`config.mk`:
```
export PLATFORM = sky130hd
export DESIGN_NAME = bch_syndrome_stream_flat
export DESIGN_NICKNAME = d
export VERILOG_FILES = /design/src/rtl/bch_syndrome_stream_pkg.sv /design/src/rtl/bch_syndrome_stream_if.sv /design/src/rtl/bch_rem_unroll.sv /design/src/rtl/bch_syndrome_stream.sv /design/src/flat_wrapper.sv
export SDC_FILE = /design/constraint.sdc
export NUM_CORES = 1
export LEC_CHECK = 0
export ABC_AREA = 1
export BUFFER_PORTS_ARGS = -buffer_cell sky130_fd_sc_hd__buf_4
export CORE_MARGIN = 2
export CORE_UTILIZATION = 58
export DETAILED_ROUTE_END_ITERATION = 16
export HOLD_SLACK_MARGIN = 0.02
export PLACE_DENSITY_LB_ADDON = 0.05
export SYNTH_ARGS = -nofsm -noshare
export SYNTH_HDL_FRONTEND = slang
export SYNTH_SLANG_ARGS = --single-unit
```
`constraint.sdc`:
```
create_clock -name clk -period 2.2 [get_ports clk]
set_clock_uncertainty 0.2 [all_clocks]
set_input_delay 0 -clock clk [delete_from_list [all_inputs] [get_ports clk]]
set_output_delay 0 -clock clk [all_outputs]
set_load 0.005 [all_outputs]
```
`src/rtl/bch_syndrome_stream_pkg.sv`:
```
// Shared definitions for the streaming BCH/cyclic syndrome generator:
// generator polynomial constants, FSM state type, ceil-division helper
// and the single-bit polynomial division step.
package bch_pkg;

    // Widest remainder the division step can handle; P must not exceed this.
    localparam int MAX_P = 32;

    // Generator polynomials, MSB is the x^P term.
    // BCH(63,56) = (x+1)(x^6+x+1), BCH(63,57) = x^6+x+1.
    localparam logic [7:0] GEN_BCH_63_56 = 8'hC5;
    localparam logic [6:0] GEN_BCH_63_57 = 7'h43;

    // ACCUM takes beats; HOLD presents the finished syndrome.
    typedef enum logic {
        ACCUM = 1'b0,
        HOLD  = 1'b1
    } state_t;

    // Number of DW-bit beats needed to carry an N-bit codeword.
    function automatic int ceil_div(input int a, input int b);
        return (a + b - 1) / b;
    endfunction

    // One step of long division by g(x): shift the next received
    // coefficient in and subtract g(x) whenever the x^p term appears.
    function automatic logic [MAX_P-1:0] rem_step(
        input logic [MAX_P-1:0] rem,
        input logic             din,
        input logic [MAX_P:0]   poly,
        input int               p
    );
        logic [MAX_P:0] t;
        logic [MAX_P:0] mask;
        logic [5:0]     top;
        top  = p[5:0];
        t    = {rem, din};
        if (t[top]) begin
            t = t ^ poly;
        end
        mask = ((MAX_P+1)'(1) << top) - (MAX_P+1)'(1);
        t    = t & mask;
        return t[MAX_P-1:0];
    endfunction

endpackage

```
`src/rtl/bch_syndrome_stream_if.sv`:
```
// Stream bundle for the syndrome generator: the codeword input handshake
// and the syndrome result handshake. The master side feeds codewords and
// consumes results; the slave side is the syndrome generator.
interface bch_syndrome_stream_if #(
    parameter int DW = 1,
    parameter int P  = 7
);
    logic          in_valid;
    logic          in_ready;
    logic [DW-1:0] in_data;
    logic          in_last;
    logic          syn_valid;
    logic          syn_ready;
    logic [P-1:0]  syndrome;
    logic          syn_zero;
    logic          syn_parity;
    logic          syn_frame_err;

    modport master (
        output in_valid, in_data, in_last, syn_ready,
        input  in_ready, syn_valid, syndrome, syn_zero, syn_parity, syn_frame_err
    );

    modport slave (
        input  in_valid, in_data, in_last, syn_ready,
        output in_ready, syn_valid, syndrome, syn_zero, syn_parity, syn_frame_err
    );

endinterface

```
`src/rtl/bch_rem_unroll.sv`:
```
// Combinational remainder update for one beat: DW division steps unrolled,
// highest-order bit of the beat (bit DW-1) applied first.
module bch_rem_unroll
    import bch_pkg::*;
#(
    parameter int         P        = 7,
    parameter int         DW       = 1,
    parameter logic [P:0] GEN_POLY = GEN_BCH_63_56
) (
    input  logic [P-1:0]  rem_in,
    input  logic [DW-1:0] data_in,
    output logic [P-1:0]  rem_out
);

    logic [MAX_P-1:0] acc;

    // Chain DW single-bit division steps starting from the stored remainder.
    always_comb begin
        acc = MAX_P'(rem_in);
        for (int i = DW - 1; i >= 0; i--) begin
            acc = rem_step(acc, data_in[i], (MAX_P+1)'(GEN_POLY), P);
        end
        rem_out = acc[P-1:0];
    end

endmodule

```
`src/rtl/bch_syndrome_stream.sv`:
```
// Streaming syndrome generator: divides a received codeword, DW bits per
// beat, by g(x) and holds the P-bit remainder with zero/parity/framing
// flags until the consumer takes it.
module bch_syndrome_stream
    import bch_pkg::*;
#(
    parameter int         N        = 63,
    parameter int         P        = 7,
    parameter logic [P:0] GEN_POLY = GEN_BCH_63_56,
    parameter int         DW       = 1
) (
    input  logic                  clk,
    input  logic                  rst_n,
    input  logic                  clear,
    bch_syndrome_stream_if.slave  bus
);

    localparam int                BEATS    = ceil_div(N, DW);
    localparam int                CNT_W    = (BEATS > 1) ? $clog2(BEATS) : 1;
    localparam logic [CNT_W-1:0]  LAST_CNT = CNT_W'(BEATS - 1);

    state_t           state;
    state_t           state_next;
    logic [P-1:0]     rem_q;
    logic [P-1:0]     rem_next;
    logic [P-1:0]     syndrome_q;
    logic [CNT_W-1:0] cnt_q;
    logic             frame_err_q;
    logic             accept;
    logic             final_beat;
    logic             in_ready_c;
    logic             syn_valid_c;

    bch_rem_unroll #(
        .P        (P),
        .DW       (DW),
        .GEN_POLY (GEN_POLY)
    ) u_rem_unroll (
        .rem_in  (rem_q),
        .data_in (bus.in_data),
        .rem_out (rem_next)
    );

    // Next-state and handshake decode; the last beat is whichever comes first
    // of the sender's in_last or the beat count reaching its end.
    always_comb begin
        in_ready_c  = (state == ACCUM);
        syn_valid_c = (state == HOLD);
        accept      = bus.in_valid & in_ready_c;
        final_beat  = accept & ((cnt_q == LAST_CNT) | bus.in_last);
        state_next  = state;
        if (clear) begin
            state_next = ACCUM;
        end else begin
            case (state)
                ACCUM: if (final_beat)    state_next = HOLD;
                HOLD:  if (bus.syn_ready) state_next = ACCUM;
                default:                  state_next = ACCUM;
            endcase
        end
    end

    // State register.
    always_ff @(posedge clk or negedge rst_n) begin
        if (!rst_n) begin
            state <= ACCUM;
        end else begin
            state <= state_next;
        end
    end

    // Remainder, beat counter and held result; clear beats everything and
    // drops any beat offered alongside it.
    always_ff @(posedge clk or negedge rst_n) begin
        if (!rst_n) begin
            rem_q       <= '0;
            cnt_q       <= '0;
            syndrome_q  <= '0;
            frame_err_q <= 1'b0;
        end else if (clear) begin
            rem_q       <= '0;
            cnt_q       <= '0;
            syndrome_q  <= '0;
            frame_err_q <= 1'b0;
        end else if (state == HOLD) begin
            if (bus.syn_ready) begin
                rem_q <= '0;
                cnt_q <= '0;
            end
        end else if (final_beat) begin
            rem_q       <= rem_next;
            syndrome_q  <= rem_next;
            frame_err_q <= (cnt_q != LAST_CNT) | ~bus.in_last;
        end else if (accept) begin
            rem_q <= rem_next;
            cnt_q <= cnt_q + CNT_W'(1);
        end
    end

    assign bus.in_ready      = in_ready_c;
    assign bus.syn_valid     = syn_valid_c;
    assign bus.syndrome      = syndrome_q;
    assign bus.syn_zero      = ~|syndrome_q;
    assign bus.syn_parity    = ^syndrome_q;
    assign bus.syn_frame_err = frame_err_q;

endmodule

```
`src/flat_wrapper.sv`:
```
// flat-port wrapper written by rule: the top's interface ports become plain ports
module bch_syndrome_stream_flat import bch_pkg::*;
#(
    parameter int         N        = 63,
    parameter int         P        = 7,
    parameter logic [P:0] GEN_POLY = GEN_BCH_63_56,
    parameter int         DW       = 1
)
  (clk, rst_n, clear, bus_in_valid, bus_in_data, bus_in_last, bus_syn_ready, bus_in_ready, bus_syn_valid, bus_syndrome, bus_syn_zero, bus_syn_parity, bus_syn_frame_err);
  bch_syndrome_stream_if #(.DW(DW), .P(P)) bus_i ();
  input  logic clk;
  input  logic rst_n;
  input  logic clear;
  input wire logic [$bits(bus_i.in_valid)-1:0] bus_in_valid;
  input wire logic [$bits(bus_i.in_data)-1:0] bus_in_data;
  input wire logic [$bits(bus_i.in_last)-1:0] bus_in_last;
  input wire logic [$bits(bus_i.syn_ready)-1:0] bus_syn_ready;
  output wire logic [$bits(bus_i.in_ready)-1:0] bus_in_ready;
  output wire logic [$bits(bus_i.syn_valid)-1:0] bus_syn_valid;
  output wire logic [$bits(bus_i.syndrome)-1:0] bus_syndrome;
  output wire logic [$bits(bus_i.syn_zero)-1:0] bus_syn_zero;
  output wire logic [$bits(bus_i.syn_parity)-1:0] bus_syn_parity;
  output wire logic [$bits(bus_i.syn_frame_err)-1:0] bus_syn_frame_err;
  assign bus_i.in_valid = bus_in_valid;
  assign bus_i.in_data = bus_in_data;
  assign bus_i.in_last = bus_in_last;
  assign bus_i.syn_ready = bus_syn_ready;
  assign bus_in_ready = bus_i.in_ready;
  assign bus_syn_valid = bus_i.syn_valid;
  assign bus_syndrome = bus_i.syndrome;
  assign bus_syn_zero = bus_i.syn_zero;
  assign bus_syn_parity = bus_i.syn_parity;
  assign bus_syn_frame_err = bus_i.syn_frame_err;
  bch_syndrome_stream #(.N(N), .P(P), .GEN_POLY(GEN_POLY), .DW(DW)) u_core (.clk(clk), .rst_n(rst_n), .clear(clear), .bus(bus_i));
endmodule
```
## Word level (Yosys, flattened, before mapping)

Index checks and enable logic that the tools add are counted.

| word-level totals | value |
|---|---|
| output and inout port bits | 12 |
| flip-flop bits (word level) | 22 |
| memory bits (read-only) | 0 |
| logic and storage cells | 48 |
| memory bits (writable) | 0 |
| bits in latches | 0 |
| input port bits | 7 |
| memories kept | 0 |

| operators by class | value |
|---|---|
| $add $sub $neg | 1 |
| shift operators | 0 |
| $lt $le $gt $ge | 0 |
| bitwise operators | 7 |
| multipliers | 0 |
| muxes and demuxes | 21 |
| divide/modulo/power cells | 0 |
| equal/unequal tests | 5 |
| reductions and logical operators | 9 |

Operators by type and width:

| operator | count |
|---|---|
| $mux W7 | 9 |
| $mux W6 | 5 |
| $reduce_or A7 Y1 | 1 |
| $reduce_xor A7 Y1 | 1 |
| $add A6 B1 Y6 const B | 1 |
| $eq A6 B6 Y1 const B | 1 |
| $mux W1 | 6 |
| $ne A6 B6 Y1 const B | 1 |
| $reduce_and A2 Y1 | 2 |
| $reduce_bool A4 Y1 | 1 |
| $ne A3 B2 Y1 const B | 1 |
| $ne A3 B3 Y1 const B | 1 |
| $not A3 Y3 | 1 |
| $reduce_and A3 Y1 | 1 |
| $reduce_bool A3 Y1 | 1 |
| $and A1 B1 Y1 | 2 |
| $ne A2 B2 Y1 const B | 1 |
| $not A1 Y1 | 2 |
| $or A1 B1 Y1 | 2 |
| $pmux W1 S2 | 1 |
| $reduce_bool A2 Y1 | 1 |
| $logic_not A1 Y1 | 1 |

## Longest topological paths before layout

Gate-level depths: netlist of the first run.

| logic depth | value |
|---|---|
| depth in word-level cells | 6 |
| depth in mapped cells | 8 |
| mapped depth without buffers | 8 |

## Cells and area by module

A second synthesis of the first run with hierarchy kept.

| unflattened totals | value |
|---|---|
| cell total of the unflattened synthesis | 153 |
| area, all modules | 1313.8 µm² |

By module, submodules not included:

| module | cells each | times used | area an instance (µm²) | seq. area each (µm²) |
|---|---|---|---|---|
| bch_syndrome_stream | 136 | 1 | 1234.9 | 550.5 |
| bch_rem_unroll | 17 | 1 | 78.8 | 0.0 |

## Worst setup path before layout of the first run

Ideal clock, no wire load.

| timing path | value |
|---|---|
| path kind | reg-to-reg |
| start point | reg u_core.cnt_q[0] |
| end point | reg u_core.cnt_q[3] |
| cell stages (with the launch flop) | 9 |
| data arrival time | 1.206 ns |
| required time | 1.883 ns |
| slack | 0.678 ns |
| period minus slack after synthesis | 1.522 ns |
| library setup time | 0.117 ns |
| path buffers | 1 |
| cell sequence | dfrtp_1 inv_1 ha_1 nand2_1 o21bai_4 nand2_2 buf_6 nand3_1 nand2_1 |

| on the way | value |
|---|---|
| word-level cells in the longest chain between the ends | 5 |
| elaborated cells between the ends (all ways) | 10 |
| those cells by class | add/sub: 1; eq/ne: 2; mux: 4; bitwise: 2; reduce/logical: 1 |

Ends and longest elaborated chain:

| item | line | source |
|---|---|---|
| from (decl) | bch_syndrome_stream.sv:27 | `logic [CNT_W-1:0] cnt_q;` |
| from (signal assigned) | bch_syndrome_stream.sv:96 | `cnt_q <= cnt_q + CNT_W'(1);` |
| $add A6 B1 Y6 or $eq A6 B6 Y1 (tied branches) | bch_syndrome_stream.sv:96, bch_syndrome_stream.sv:50 |  |
| $mux W6 or $or A1 B1 Y1 (tied branches) | bch_syndrome_stream.sv:94, bch_syndrome_stream.sv:50 |  |
| $mux W6 or $and A1 B1 Y1 (tied branches) | bch_syndrome_stream.sv:90, bch_syndrome_stream.sv:50 |  |
| $mux W6 or $ne A3 B2 Y1 (tied branches) | n/a |  |
| $mux W6 or $reduce_and A3 Y1 (tied branches) | n/a |  |

Several ways; a longest one is shown, not always the timed one. The select of a mux whose other input is x is not followed.
A chain may end at the register's enable or synchronous reset.

## Final worst setup path of the first run

| timing path | value |
|---|---|
| start point | reg u_core.cnt_q[0] |
| end point | reg u_core.syndrome_q[2] (netlist: u_core.bus.syndrome[2]) |

| on the way | value |
|---|---|
| word-level cells in the longest chain between the ends | 5 |

Ends and longest elaborated chain:

| item | line | source |
|---|---|---|
| $eq A6 B6 Y1 | bch_syndrome_stream.sv:50 | `final_beat = accept & ((cnt_q == LAST_CNT) \| bus.in_last);` |
| $or A1 B1 Y1 | bch_syndrome_stream.sv:50 |  |
| $and A1 B1 Y1 | bch_syndrome_stream.sv:50 |  |
| $reduce_bool A2 Y1 (no source line) | n/a |  |
| $reduce_and A2 Y1 (no source line) | n/a |  |
| to (signal assigned) | bch_syndrome_stream.sv:92 | `syndrome_q <= rem_next;` |
| to (decl) | bch_syndrome_stream.sv:26 | `logic [P-1:0] syndrome_q;` |

No other way between the ends.

==> impl_results.md, run 1 <==
- Status: finished clean
- Commonest cells post-synth: 34 x nand2_1, 22 x dfrtp_1, 16 x inv_1
- Most numerous cell in the Yosys netlist: nand2_1
- Via density: 5.38
- Critical path class: reg -> reg
- Area contributors post-synth: dfrtp_1 47%, nand2_1 11%, nand3_1 6.0%
- Core area: around 1900 um^2
- TNS Setup: 0 ns
- Final hold vios: 0
- DRC Markers: 0
- Mapped cell area: approximately 1200 um^2
- Top FF cell, synth: dfrtp_1
- Die H: slightly below 50 um
- Nets: 180
- DRT Wirelength: between 2000 and 3000 um
- Worst Hold Margin: roughly 0.33 ns
- Critical path endpoint category: register
- Critical Path AT: ~2.1 ns
- # setup viols final: 0
- Worst setup SP type: register
- Depth of the most critical reg-to-reg path: 7
- HP Start: u_core.rem_q[1]$_DFFE_PN0P_
- Die area: roughly 2400 um^2
- Slew HR: roughly a third
- Post-synth EDFFs: 0
- Router iterations before antenna repair: 4
- Clock latency on the worst-skew pair: approximately 0.32 ns
- Clock transition at path regs: 0.13 ns
- Initial antenna violation count: 0
- Die width: 48.9 um
- CTS buffer count: 3
- Worst VDD drop: 0.644 mV
- Top-Level Pins: 19
- Vias in the first global route: between 1000 and 1500
- Mean post-synth cell area: just under 9 um^2
- Maximum clock path buffer count: 2
- Cell Pwr Density: roughly 570 nW/um^2
- Fill count: 136
- RSZ-0062 raised after global routing: false
- Top cell type's share of synthesized area: roughly 47%
- YS warnings: 0
- Largest net degree at the start of global routing: 23
- Required time worst endpoint: between 2 and 2.5 ns
- Leakage: 0.731 nW
- Seq/Total Area, Yosys: roughly 47%
- Root buf cell: clkbuf_4
- Fin crit period: 2.03 ns
- Crit Path Max Fanout: 5
- Antenna cell count: 0
- Worst Max-Slew Pin Slew: between 0.9 and 1 ns
- Routed wire per std cell: between 10 and 15 um
- Hold Path Class: reg -> reg
- Syn-to-layout area delta: 27.4%
- Fmax achieved: between 400 and 500 MHz
- Final GP Congestion: 0.854
- Hpwl dp: around 1700 um
- GRT Total Usage: 25.2%
- Vias: between 1000 and 1500
- Syn nets: approximately 150
- Cell variety after synth: 22
- Post-synthesis register bit count: 22
- Slew Viols, Final: 0
- Worst Hold End: u_core.rem_q[1]$_DFFE_PN0P_
- Drt initial violations: 38
- PortBufs: 18
- Global-route wire length before repair: between 4000 and 5000 um
- H-tree levels: 1
- Mapped Cells: 135
- Ys async rst share: 100%
- Max-cap violations: 0
- Total gr overflow: 0
- Fraction of layout cells with a size suffix above 1: roughly a fifth
- Crit share post-route: 92.5%
- Leading area contributor after synthesis: dfrtp_1
- TritonCTS clock tree: yes
- Final ANT Viol Nets: 0
- Clk sinks: 22
- Reg-to-Reg Start: u_core.cnt_q[0]$_DFFE_PN0P_
- FF-to-FF setup slack: approximately 0.17 ns
- Row count: 16
- Worst Hold Depth: 2
- Reg-to-reg endpoint: u_core.bus.syndrome[2]$_DFFE_PN0P_
- Initial core utilization: just over 60%
## through the flow
step           setup WS [ns]  instance area, um^2  cells  util, %  power [mW]
2_1_floorplan          0.678                 1170    135        -       0.482
3_3_place_gp           0.475                 1330    179     69.1       0.520
3_5_place_dp           0.476                 1330    179     69.1       0.522
4_1_cts                0.234                 1490    194     77.5       0.844
5_1_grt               0.0340                 1490    194     77.5       0.877
6_report               0.165                 1490    194     77.5       0.843
## worst max path at each step
| stage | start | to | slack (ns) | cells past startpoint |
|---|---|---|---|---|
| floorplan | u_core.cnt_q[0]$_DFFE_PN0P_ | u_core.cnt_q[3]$_DFFE_PN0P_ | 0.68 | 8 |
| global placement | u_core.cnt_q[0]$_DFFE_PN0P_ | u_core.cnt_q[4]$_DFFE_PN0P_ | 0.48 | 8 |
| detailed placement | u_core.cnt_q[0]$_DFFE_PN0P_ | u_core.cnt_q[3]$_DFFE_PN0P_ | 0.48 | 8 |
| CTS | u_core.cnt_q[0]$_DFFE_PN0P_ | u_core.bus.syndrome[0]$_DFFE_PN0P_ | 0.23 | 7 |
| global route | u_core.cnt_q[0]$_DFFE_PN0P_ | u_core.bus.syndrome[2]$_DFFE_PN0P_ | 0.03 | 7 |
| finish | u_core.cnt_q[0]$_DFFE_PN0P_ | u_core.bus.syndrome[2]$_DFFE_PN0P_ | 0.17 | 7 |
## timing repair
action / 4_1_cts / 5_1_grt
endpoints found under the hold margin: 41 / 0
resized for setup: 0 / 0
endpoints found under the setup margin: 0 / 0
setup buffers: 0 / 0
hold buffers: 11 / 0
## layout by cell type, fill, tap and decap left out
cell type and instances:
a21oi_1 1, buf_4 18, bufinv_16 1, clkbuf_4 3
clkinv_1 1, dfrtp_1 22, dlygate4sd3_1 11, ha_1 5
inv_1 16, inv_2 1, nand2_1 34, nand2_2 2
nand3_1 14, nand3_2 1, nand4_1 2, nor2_1 8
nor2_2 2, nor3b_1 2, o21ai_0 6, o21ai_2 5
o21bai_1 1, o21bai_4 1, o22ai_1 2, xnor2_1 4
xor2_1 4
## cell type report
cell class / count / area, um^2 / area share (%)
sequential: 22 / 551 / 36.9
multi-input combinational: 94 / 541 / 36.3
timing repair buffer: 29 / 245 / 16.5
inverter: 18 / 67.6 / 4.53
tap: 27 / 33.8 / 2.27
clock inverter: 1 / 30.0 / 2.02
clock buffer: 3 / 22.5 / 1.51
## report_power, final
group          switching, mW  internal (mW)
logic                 0.0599         0.0471
registers             0.0105          0.414
clock network          0.127          0.184
## worst max-delay path, stage by stage (launching register included)
cell	delay, ns
dfrtp_1	0.45
inv_1	0.10
ha_1	0.16
nand2_1	0.11
o21bai_4	0.21
nand4_1	0.11
dlygate4sd3_1	0.58
nand2_1	0.07
## kinds of logic (layout without fill, tap and decap cells)
family | after synthesis | after routing | synth area share [%]
buffers and inverters | 19 | 51 | 6.74
DFF | 22 | 22 | 47.1
adders and majority gates | 5 | 5 | 5.35
and+or+nand+nor | 65 | 65 | 24.8
AOI/OAI and AO/OA | 16 | 16 | 10.1
xor gates and xnor gates | 8 | 8 | 5.99
## state kept, by name, summed over array words and instances (netlist names)
name and flops:
u_core.rem_q 7, u_core.cnt_q 6, u_core.bus.syn_valid 1, u_core.bus.syndrome 7, u_core.bus.syn_frame_err 1
## per-layer routing
| layer | global-route usage, % | vias up | routed length, um |
|---|---|---|---|
| li1 | - | 498 | - |
| met1 | 32.9 | 480 | 1130 |
| met2 | 41.6 | 51 | 1240 |
| met3 | 2.76 | 14 | 115 |
| met4 | 13.3 | 0 | 102 |
| met5 | 0 | - | 0 |
Note: power is estimated with default switching activity, not from simulation.
==> run 2: changes to the inputs <==
--- a/config.mk
+++ b/config.mk
@@ -6,12 +6,13 @@
 export NUM_CORES = 1
 export LEC_CHECK = 0
 export ABC_AREA = 1
-export BUFFER_PORTS_ARGS = -buffer_cell sky130_fd_sc_hd__buf_4
 export CORE_MARGIN = 2
-export CORE_UTILIZATION = 58
+export CORE_UTILIZATION = 60
 export DETAILED_ROUTE_END_ITERATION = 16
+export DONT_BUFFER_PORTS = 1
 export HOLD_SLACK_MARGIN = 0.02
 export PLACE_DENSITY_LB_ADDON = 0.05
 export SYNTH_ARGS = -nofsm -noshare
 export SYNTH_HDL_FRONTEND = slang
+export SYNTH_HIERARCHICAL = 1
 export SYNTH_SLANG_ARGS = --single-unit
==> impl_results.md, run 2 <==
- Most frequent cells in the layout: 40 x nand2_1, 22 x inv_1, 22 x dfrtp_1, 12 x nand3_1, 7 x o31ai_1 (was 34 x nand2_1, 22 x dfrtp_1, 18 x buf_4, 16 x inv_1, 14 x nand3_1)
- Drt initial violations: 30 (was 38)
- TritonCTS clock tree: yes (unchanged)
- Nets: 169 (was 180)
- Worst VDD drop: 0.396 mV (was 0.644 mV)
- # setup viols final: 0 (unchanged)
- Placed cells: 173 (was 179)
- Syn nets: 165 (was 147)
- Antenna cell count: 0 (unchanged)
- Critical path endpoint category: register (unchanged)
- Fraction of layout cells with a size suffix above 1: 13.5% (was 20.4%)
- Bufs and invs on worst path: 1 (was 2)
- Vias: 1023 (was 1043)
- Slew Viols, Final: 0 (unchanged)
- Hold Path Class: in -> async (was reg -> reg)
- CTS buffer count: 3 (unchanged)
- Leakage: 0.654 nW (was 0.731 nW)
- Via density: 5.59 (was 5.38)
- WL met1: 1190 um (was 1130 um)
- Post-synth EDFFs: 0 (unchanged)
- Vias in the first global route: 978 (was 1056)
- Area contributors post-synth: dfrtp_1 42%, nand2_1 11%, inv_1 6.3% (was dfrtp_1 47%, nand2_1 11%, nand3_1 6.0%)
- Xor/xnor share of the synthesized area: 2.67% (was 5.99%)
- Fill count: 169 (was 136)
- Global-route wire length before repair: 4370 um (was 4600 um)
- RSZ-0062 raised after global routing: false (unchanged)
- Initial core utilization: 65.0% (was 60.9%)
- Maximum clock path buffer count: 2 (unchanged)
- Core area: 2020 um^2 (was 1920 um^2)
- Routed wire per std cell: 14.1 um (was 13.3 um)
- Mean post-synth cell area: 8.59 um^2 (was 8.67 um^2)
- Ys async rst share: 100% (unchanged)
- PortBufs: 0 (was 18)
- Worst Max-Slew Pin Slew: 0.960 ns (was 0.969 ns)
- Fmax achieved: 552 MHz (was 492 MHz)
- Slew HR: 35.8% (was 35.2%)
- Top-Level Pins: 19 (unchanged)
- Critical path class: reg -> reg (unchanged)
- Synth Area in Compound Gates: 12.5% (was 10.1%)
- Most numerous cell in the Yosys netlist: nand2_1 (unchanged)
- Clock latency on the worst-skew pair: 0.32 ns (about the same)
- Clk sinks: 22 (unchanged)
- Top cell type's share of synthesized area: 41.9% (was 47.1%)
- Post-synthesis register bit count: 22 (unchanged)
- Worst setup SP type: register (unchanged)
- Final GP Congestion: 0.910 (was 0.854)
- Total gr overflow: 0 (unchanged)
- Most common cell after layout, fill and taps aside: nand2_1 (unchanged)
- Hpwl dp: 1810 um (was 1750 um)
- Clock transition at path regs: 0.13 ns (about the same)
- Required time worst endpoint: 2.27 ns (about the same)
- Top layer used by detailed routing: met4 (unchanged)
- WL met3: 200 um (was 115 um)
- Row count: 16 (unchanged)
- Mux cell area share after synthesis: 0% (unchanged)
- Max-cap violations: 0 (unchanged)
- Router iterations before antenna repair: 4 (unchanged)
- Number of gates resized after CTS: 0 (unchanged)
- Crit path top cell by count: nand2_1 (unchanged)
- Cell variety after synth: 25 (was 22)
- Core Util, Final: 69.1% (was 77.5%)
- Adder-cell area share of the yosys netlist: 4.76% (was 5.35%)
- Area after DPL: 1280 um^2 (was 1330 um^2)
- Delay-heaviest family, CP: simple AND/OR/NAND/NOR gates (was buffers and inverters)
- Slowest stage delay, CP: 0.47 ns (was 0.58 ns)
- Critical Path AT: 1.88 ns (was 2.10 ns)
- Fin crit period: 1.81 ns (was 2.03 ns)
- Die area: 2580 um^2 (was 2390 um^2)
- WL met2: 1130 um (was 1240 um)
- Status: finished clean (unchanged)
- DRT Wirelength: 2580 um (was 2590 um)
- Worst path cell trace: inv_1, ha_1, nand3_2, o21bai_4, nand3_4, nand2_4, nand2_1, nand2_1 (was inv_1, ha_1, nand2_1, o21bai_4, nand4_1, dlygate4sd3_1, nand2_1)
- Die H: 50.8 um (was 48.9 um)
- Top FF cell, synth: dfrtp_1 (unchanged)
- Crit share post-route: 82.4% (was 92.5%)
- Placement Setup Slack: 0.456 ns (was 0.476 ns)
- Cell Pwr Density: 622 nW/um^2 (was 566 nW/um^2)
- Crit Path Max Fanout: 14 (was 5)
- GRT Total Usage: 23.3% (was 25.2%)
- Syn-to-layout area delta: 6.29% (was 27.4%)
- Final worst setup slack: 0.387 ns (was 0.165 ns)
- Root buf cell: clkbuf_4 (unchanged)
- Hold_buf cts: 6 (was 11)
- TNS Setup: 0 ns (unchanged)
- Final ANT Viol Nets: 0 (unchanged)
- Mapped Cells: 153 (was 135)
- Die width: 50.8 um (was 48.9 um)
- DRC Markers: 0 (unchanged)
- Critical path's slowest cell: dfrtp_1 (was dlygate4sd3_1)
- Non-Filler Instances: 183 (was 194)
- Commonest cells post-synth: 40 x nand2_1, 22 x dfrtp_1, 22 x inv_1 (was 34 x nand2_1, 22 x dfrtp_1, 16 x inv_1)
- Initial antenna violation count: 0 (unchanged)
- Leading area contributor after synthesis: dfrtp_1 (unchanged)
- Simple-gate share of the synthesized area: 25.8% (was 24.8%)
- Main combinational cell family by area after synthesis: simple AND/OR/NAND/NOR gates (unchanged)
- Mapped cell area: 1310 um^2 (was 1170 um^2)
- H-tree levels: 1 (unchanged)
- Fin area: 1400 um^2 (was 1490 um^2)
- Final hold vios: 0 (unchanged)
- Setup bufs post-CTS: 0 (unchanged)
- Seq/Total Area, Yosys: 41.9% (was 47.1%)
- YS warnings: 6 (was 0)
- Largest net degree at the start of global routing: 23 (unchanged)
[run 2: cell types whose count changed in the layout (fill, tap and decap cells not counted), sizes merged, moves of 2 or more]
cell / delta
o22ai: -2
nor2: -4
xor2: -2
dlygate4sd3: -5
nand2: +8
o31ai: +7
xnor2: -2
buf: -18
inv: +8
[run 2: cell families after synthesis]
kind of cell	Yosys count
flip-flops	22
adder cells (fa/ha/maj)	5
XOR/XNOR	4
AND/OR/NAND/NOR	70
buffers and inverters	32
AO/OA/AOI/OAI	20
[run 2: layout make-up]
cell class	instances	area, um^2	share of cell area, %
multi-input combinational	99	601	43.0
sequential	22	551	39.4
inverter	25	98.8	7.08
timing repair buffer	6	60.1	4.30
tap	27	33.8	2.42
clock inverter	1	30.0	2.15
clock buffer	3	22.5	1.61
[run 2: stage by stage]
step           hold slack, ns  total power [mW]
6_report               0.0612             0.869
5_1_grt                 0.148             0.907
4_1_cts                 0.101             0.874
3_5_place_dp           -0.495             0.542
3_3_place_gp           -0.495             0.540
2_1_floorplan          -0.496             0.531
[run 2: layer usage]
| layer | GRT usage, % | up-vias |
|---|---|---|
| li1 | - | 494 |
| met1 | 31.1 | 478 |
| met2 | 34.9 | 46 |
| met3 | 5.65 | 5 |
| met4 | 12.6 | 0 |
| met5 | 0 | - |
[run 2: path summary, 6_finish.rpt]
path / startpoint / end / slack, ns / cells past startpoint
worst max-delay path: u_core/cnt_q[0]$_DFFE_PN0P_ / u_core/cnt_q[5]$_DFFE_PN0P_ / 0.39 / 8
max in group asynchronous: rst_n / u_core/rem_q[6]$_DFFE_PN0P_ / 1.15 / 1
worst min-delay path: rst_n / u_core/bus.syndrome[4]$_DFFE_PN0P_ / 0.06 / 1
worst min register to register: u_core/rem_q[0]$_DFFE_PN0P_ / u_core/rem_q[0]$_DFFE_PN0P_ / 0.30 / 2
min in group clk: bus_syn_ready / u_core/bus.syn_valid$_DFF_PN0_ / 0.29 / 4
worst max register to register: u_core/cnt_q[0]$_DFFE_PN0P_ / u_core/cnt_q[5]$_DFFE_PN0P_ / 0.39 / 8
[run 2: power by group]
group	switching [mW]	leakage, nW	internal [mW]
Sequential	0.0211	0.302	0.420
Combinational	0.0733	0.324	0.0389
Clock	0.130	0.0279	0.184
==> run 3: changes to the inputs <==
--- a/config.mk
+++ b/config.mk
@@ -5,7 +5,7 @@
 export SDC_FILE = /design/constraint.sdc
 export NUM_CORES = 1
 export LEC_CHECK = 0
-export ABC_AREA = 1
+export ABC_AREA = 0
 export CORE_MARGIN = 2
 export CORE_UTILIZATION = 60
 export DETAILED_ROUTE_END_ITERATION = 16
==> constraint.sdc (replaced) <==
create_clock -name clk -period 1.8 [get_ports clk]
set_clock_uncertainty 0.2 [all_clocks]
set_input_delay 0 -clock clk [delete_from_list [all_inputs] [get_ports clk]]
set_output_delay 0 -clock clk [all_outputs]
set_load 0.005 [all_outputs]
==> impl_results.md, run 3 <==
- Status: finished clean (unchanged)
- Reg-to-reg endpoint: u_core/cnt_q[2]$_DFFE_PN0P_ (was u_core/cnt_q[5]$_DFFE_PN0P_)
- Most frequent cells in the layout: 22 x dfrtp_1, 10 x nand2_1, 9 x buf_4, 8 x inv_1, 8 x a22o_1 (was 40 x nand2_1, 22 x inv_1, 22 x dfrtp_1, 12 x nand3_1, 7 x o31ai_1)
- Cell Pwr Density: 661 nW/um^2 (was 622 nW/um^2)
- Area contributors post-synth: dfrtp_1 42%, a22o_1 5.4%, ha_1 4.8% (was dfrtp_1 42%, nand2_1 11%, inv_1 6.3%)
- GRT Total Usage: 23.5% (was 23.3%)
- FF-to-FF setup slack: 0.14 ns (was 0.39 ns)
- YS warnings: 6 (unchanged)
- TNS Setup: 0 ns (unchanged)
- Critical path class: reg -> out (was reg -> reg)
- Seq/Total Area, Yosys: 42.4% (was 41.9%)
- Nets: 144 (was 169)
- Root buf cell: clkbuf_4 (unchanged)
- Final ANT Viol Nets: 0 (unchanged)
- Total gr overflow: 0 (unchanged)
- Leading area contributor after synthesis: dfrtp_1 (unchanged)
- Initial antenna violation count: 0 (unchanged)
- Most numerous cell in the Yosys netlist: dfrtp_1 (was nand2_1)
- Final GP Congestion: 0.820 (was 0.910)
- Critical path endpoint category: output port (was register)
- CTS buffer count: 3 (unchanged)
- Slew HR: 33.7% (was 35.8%)
- Worst setup SP type: register (unchanged)
- Critical Path AT: 1.47 ns (was 1.88 ns)
- Mapped Cells: 121 (was 153)
- Fill count: 144 (was 169)
- Commonest cells post-synth: 22 x dfrtp_1, 10 x nand2_1, 8 x a22o_1, 8 x inv_1 (was 40 x nand2_1, 22 x dfrtp_1, 22 x inv_1)
- Cell variety after synth: 38 (was 25)
- Reg-to-Reg Start: u_core/bus.syn_valid$_DFF_PN0_ (was u_core/cnt_q[0]$_DFFE_PN0P_)
- Post-synth EDFFs: 0 (unchanged)
- Vias in the first global route: 980 (was 978)
- Largest net degree at the start of global routing: 23 (unchanged)
- Via density: 6.21 (was 5.59)
- DRC Markers: 0 (unchanged)
- Fmax achieved: between 500 and 600 MHz
- PortBufs: 0 (unchanged)
- Most common cell after layout, fill and taps aside: dfrtp_1 (was nand2_1)
- Worst Hold Depth: 4
- Worst VDD drop: 0.472 mV (was 0.396 mV)
- # setup viols final: 0 (unchanged)
- Hpwl dp: 1880 um (was 1810 um)
- Top FF cell, synth: dfrtp_1 (unchanged)
- Die H: 50.5 um (was 50.8 um)
- Die width: 50.5 um (was 50.8 um)
- Fraction of layout cells with a size suffix above 1: 26.0% (was 13.5%)
- Maximum clock path buffer count: 2 (unchanged)
- Antenna cell count: 0 (unchanged)
- Fin crit period: roughly 1.7 ns
- Drt initial violations: 42 (was 30)
- Syn nets: 133 (was 165)
- Hold Path Class: in -> reg (was in -> async)
- Vias: 981 (was 1023)
- Leakage: 0.625 nW (was 0.654 nW)
- Required time worst endpoint: 1.60 ns (was 2.27 ns)
- Crit Path Max Fanout: 3 (was 14)
- Non-Filler Instances: 158 (was 183)
- Row count: 16 (unchanged)
- Worst Max-Slew Pin Slew: 0.991 ns (was 0.960 ns)
- Depth of the most critical reg-to-reg path: 5 (was 8)
- H-tree levels: 1 (unchanged)
- Router iterations before antenna repair: 4 (unchanged)
- Syn-to-layout area delta: 10.3% (was 6.29%)
- Core area: 2000 um^2 (was 2020 um^2)
- Clk sinks: 22 (unchanged)
- Initial core utilization: 64.9% (was 65.0%)
- Setup bufs post-CTS: 0 (unchanged)
- Routed wire per std cell: 16.6 um (was 14.1 um)
- Final hold vios: 0 (unchanged)
- Mean post-synth cell area: 10.7 um^2 (was 8.59 um^2)
- Die area: 2550 um^2 (was 2580 um^2)
- HP Start: clear
- Top-Level Pins: 19 (unchanged)
- Clock latency on the worst-skew pair: 0.31 ns (was 0.32 ns)
- DRT Wirelength: 2630 um (was 2580 um)
- Post-synthesis register bit count: 22 (unchanged)
- Placed cells: 148 (was 173)
- Ys async rst share: 100% (unchanged)
- Top cell type's share of synthesized area: 42.4% (was 41.9%)
- Global-route wire length before repair: 4420 um (was 4370 um)
- Max-cap violations: 0 (unchanged)
- Slew Viols, Final: 0 (unchanged)
- Mapped cell area: 1300 um^2 (was 1310 um^2)
- RSZ-0062 raised after global routing: false (unchanged)
- Clock transition at path regs: 0.12 ns (was 0.13 ns)
- TritonCTS clock tree: yes (unchanged)
- Worst Hold End: u_core/bus.syn_valid$_DFF_PN0_
- Crit share post-route: 92.6%
[run 3: cell count changes in the layout (fill, tap and decap cells not counted), sizes merged, moves of 4 or more]
| cell | change |
|---|---|
| nand2 | -27 |
| o31ai | -7 |
| inv | -17 |
| o21ai | +4 |
| nand3 | -11 |
| buf | +10 |
| a22o | +8 |
| nor2 | -5 |
[run 3: repair_timing]
action,CTS,global route
hold buffers,6,0
endpoints found under the hold margin,44,0
resized for setup,0,0
[run 3: cell families (layout without fill, tap and decap cells)]
group | Yosys count | in the layout | share of synthesized area, %
adders and majority gates | 5 | 5 | 4.82
and+or+nand+nor | 36 | 36 | 16.8
DFF | 22 | 22 | 42.4
AOI/OAI and AO/OA | 34 | 34 | 23.2
buffers and inverters | 18 | 28 | 8.77
xor gates and xnor gates | 6 | 6 | 4.05
[run 3: worst max path at each step]
stage,start,endpoint,slack (ns),cells past startpoint
global route,u_core/bus.syndrome[0]$_DFFE_PN0P_,bus_syn_parity,0.01,4
CTS,u_core/bus.syndrome[0]$_DFFE_PN0P_,bus_syn_parity,0.10,4
detailed placement,u_core/cnt_q[0]$_DFFE_PN0P_,u_core/cnt_q[0]$_DFFE_PN0P_,0.16,6
finish,u_core/bus.syndrome[0]$_DFFE_PN0P_,bus_syn_parity,0.13,4
global placement,u_core/cnt_q[0]$_DFFE_PN0P_,u_core/cnt_q[1]$_DFFE_PN0P_,0.20,6
floorplan,u_core/cnt_q[0]$_DFFE_PN0P_,u_core/cnt_q[0]$_DFFE_PN0P_,0.17,6
[run 3: cell type report]
type | count | area (um^2) | area share, %
Tap cell | 27 | 33.8 | 2.36
Clock buffer | 4 | 36.3 | 2.53
Multi-Input combinational cell | 81 | 634 | 44.3
Sequential cell | 22 | 551 | 38.4
Timing Repair Buffer | 16 | 148 | 10.3
Inverter | 8 | 30.0 | 2.10
[run 3: where the power goes]
part / internal (mW) / switching (mW)
Combinational: 0.0624 / 0.0886
Clock: 0.124 / 0.151
Sequential: 0.509 / 0.0131
[run 3: critical path: stages (launching register included)]
cell and delay (ns):
dfrtp_1 0.42, inv_1 0.06, ha_1 0.30, xor2_1 0.18, xnor2_1 0.20
[run 3: metal layers]
metal,GRT usage (%),wire length (um)
met5,0,0
met1,34.6,1160
met4,11.7,35
met3,4.76,259
met2,32.7,1170
[run 3: metrics by stage]
| step | cell area, um^2 | setup WS [ns] | hold WS (ns) | util, % | total power [mW] |
|---|---|---|---|---|---|
| final | 1430 | 0.133 | 0.0388 | 71.6 | 0.947 |
| after CTS | 1430 | 0.105 | 0.0229 | 71.6 | 0.955 |
| after global placement | 1340 | 0.197 | -0.495 | 66.8 | 0.651 |
| after detailed placement | 1340 | 0.164 | -0.495 | 66.8 | 0.655 |
| after global routing | 1430 | 0.0139 | 0.0580 | 71.6 | 0.993 |
| after floorplan | 1300 | 0.171 | -0.496 | - | 0.631 |
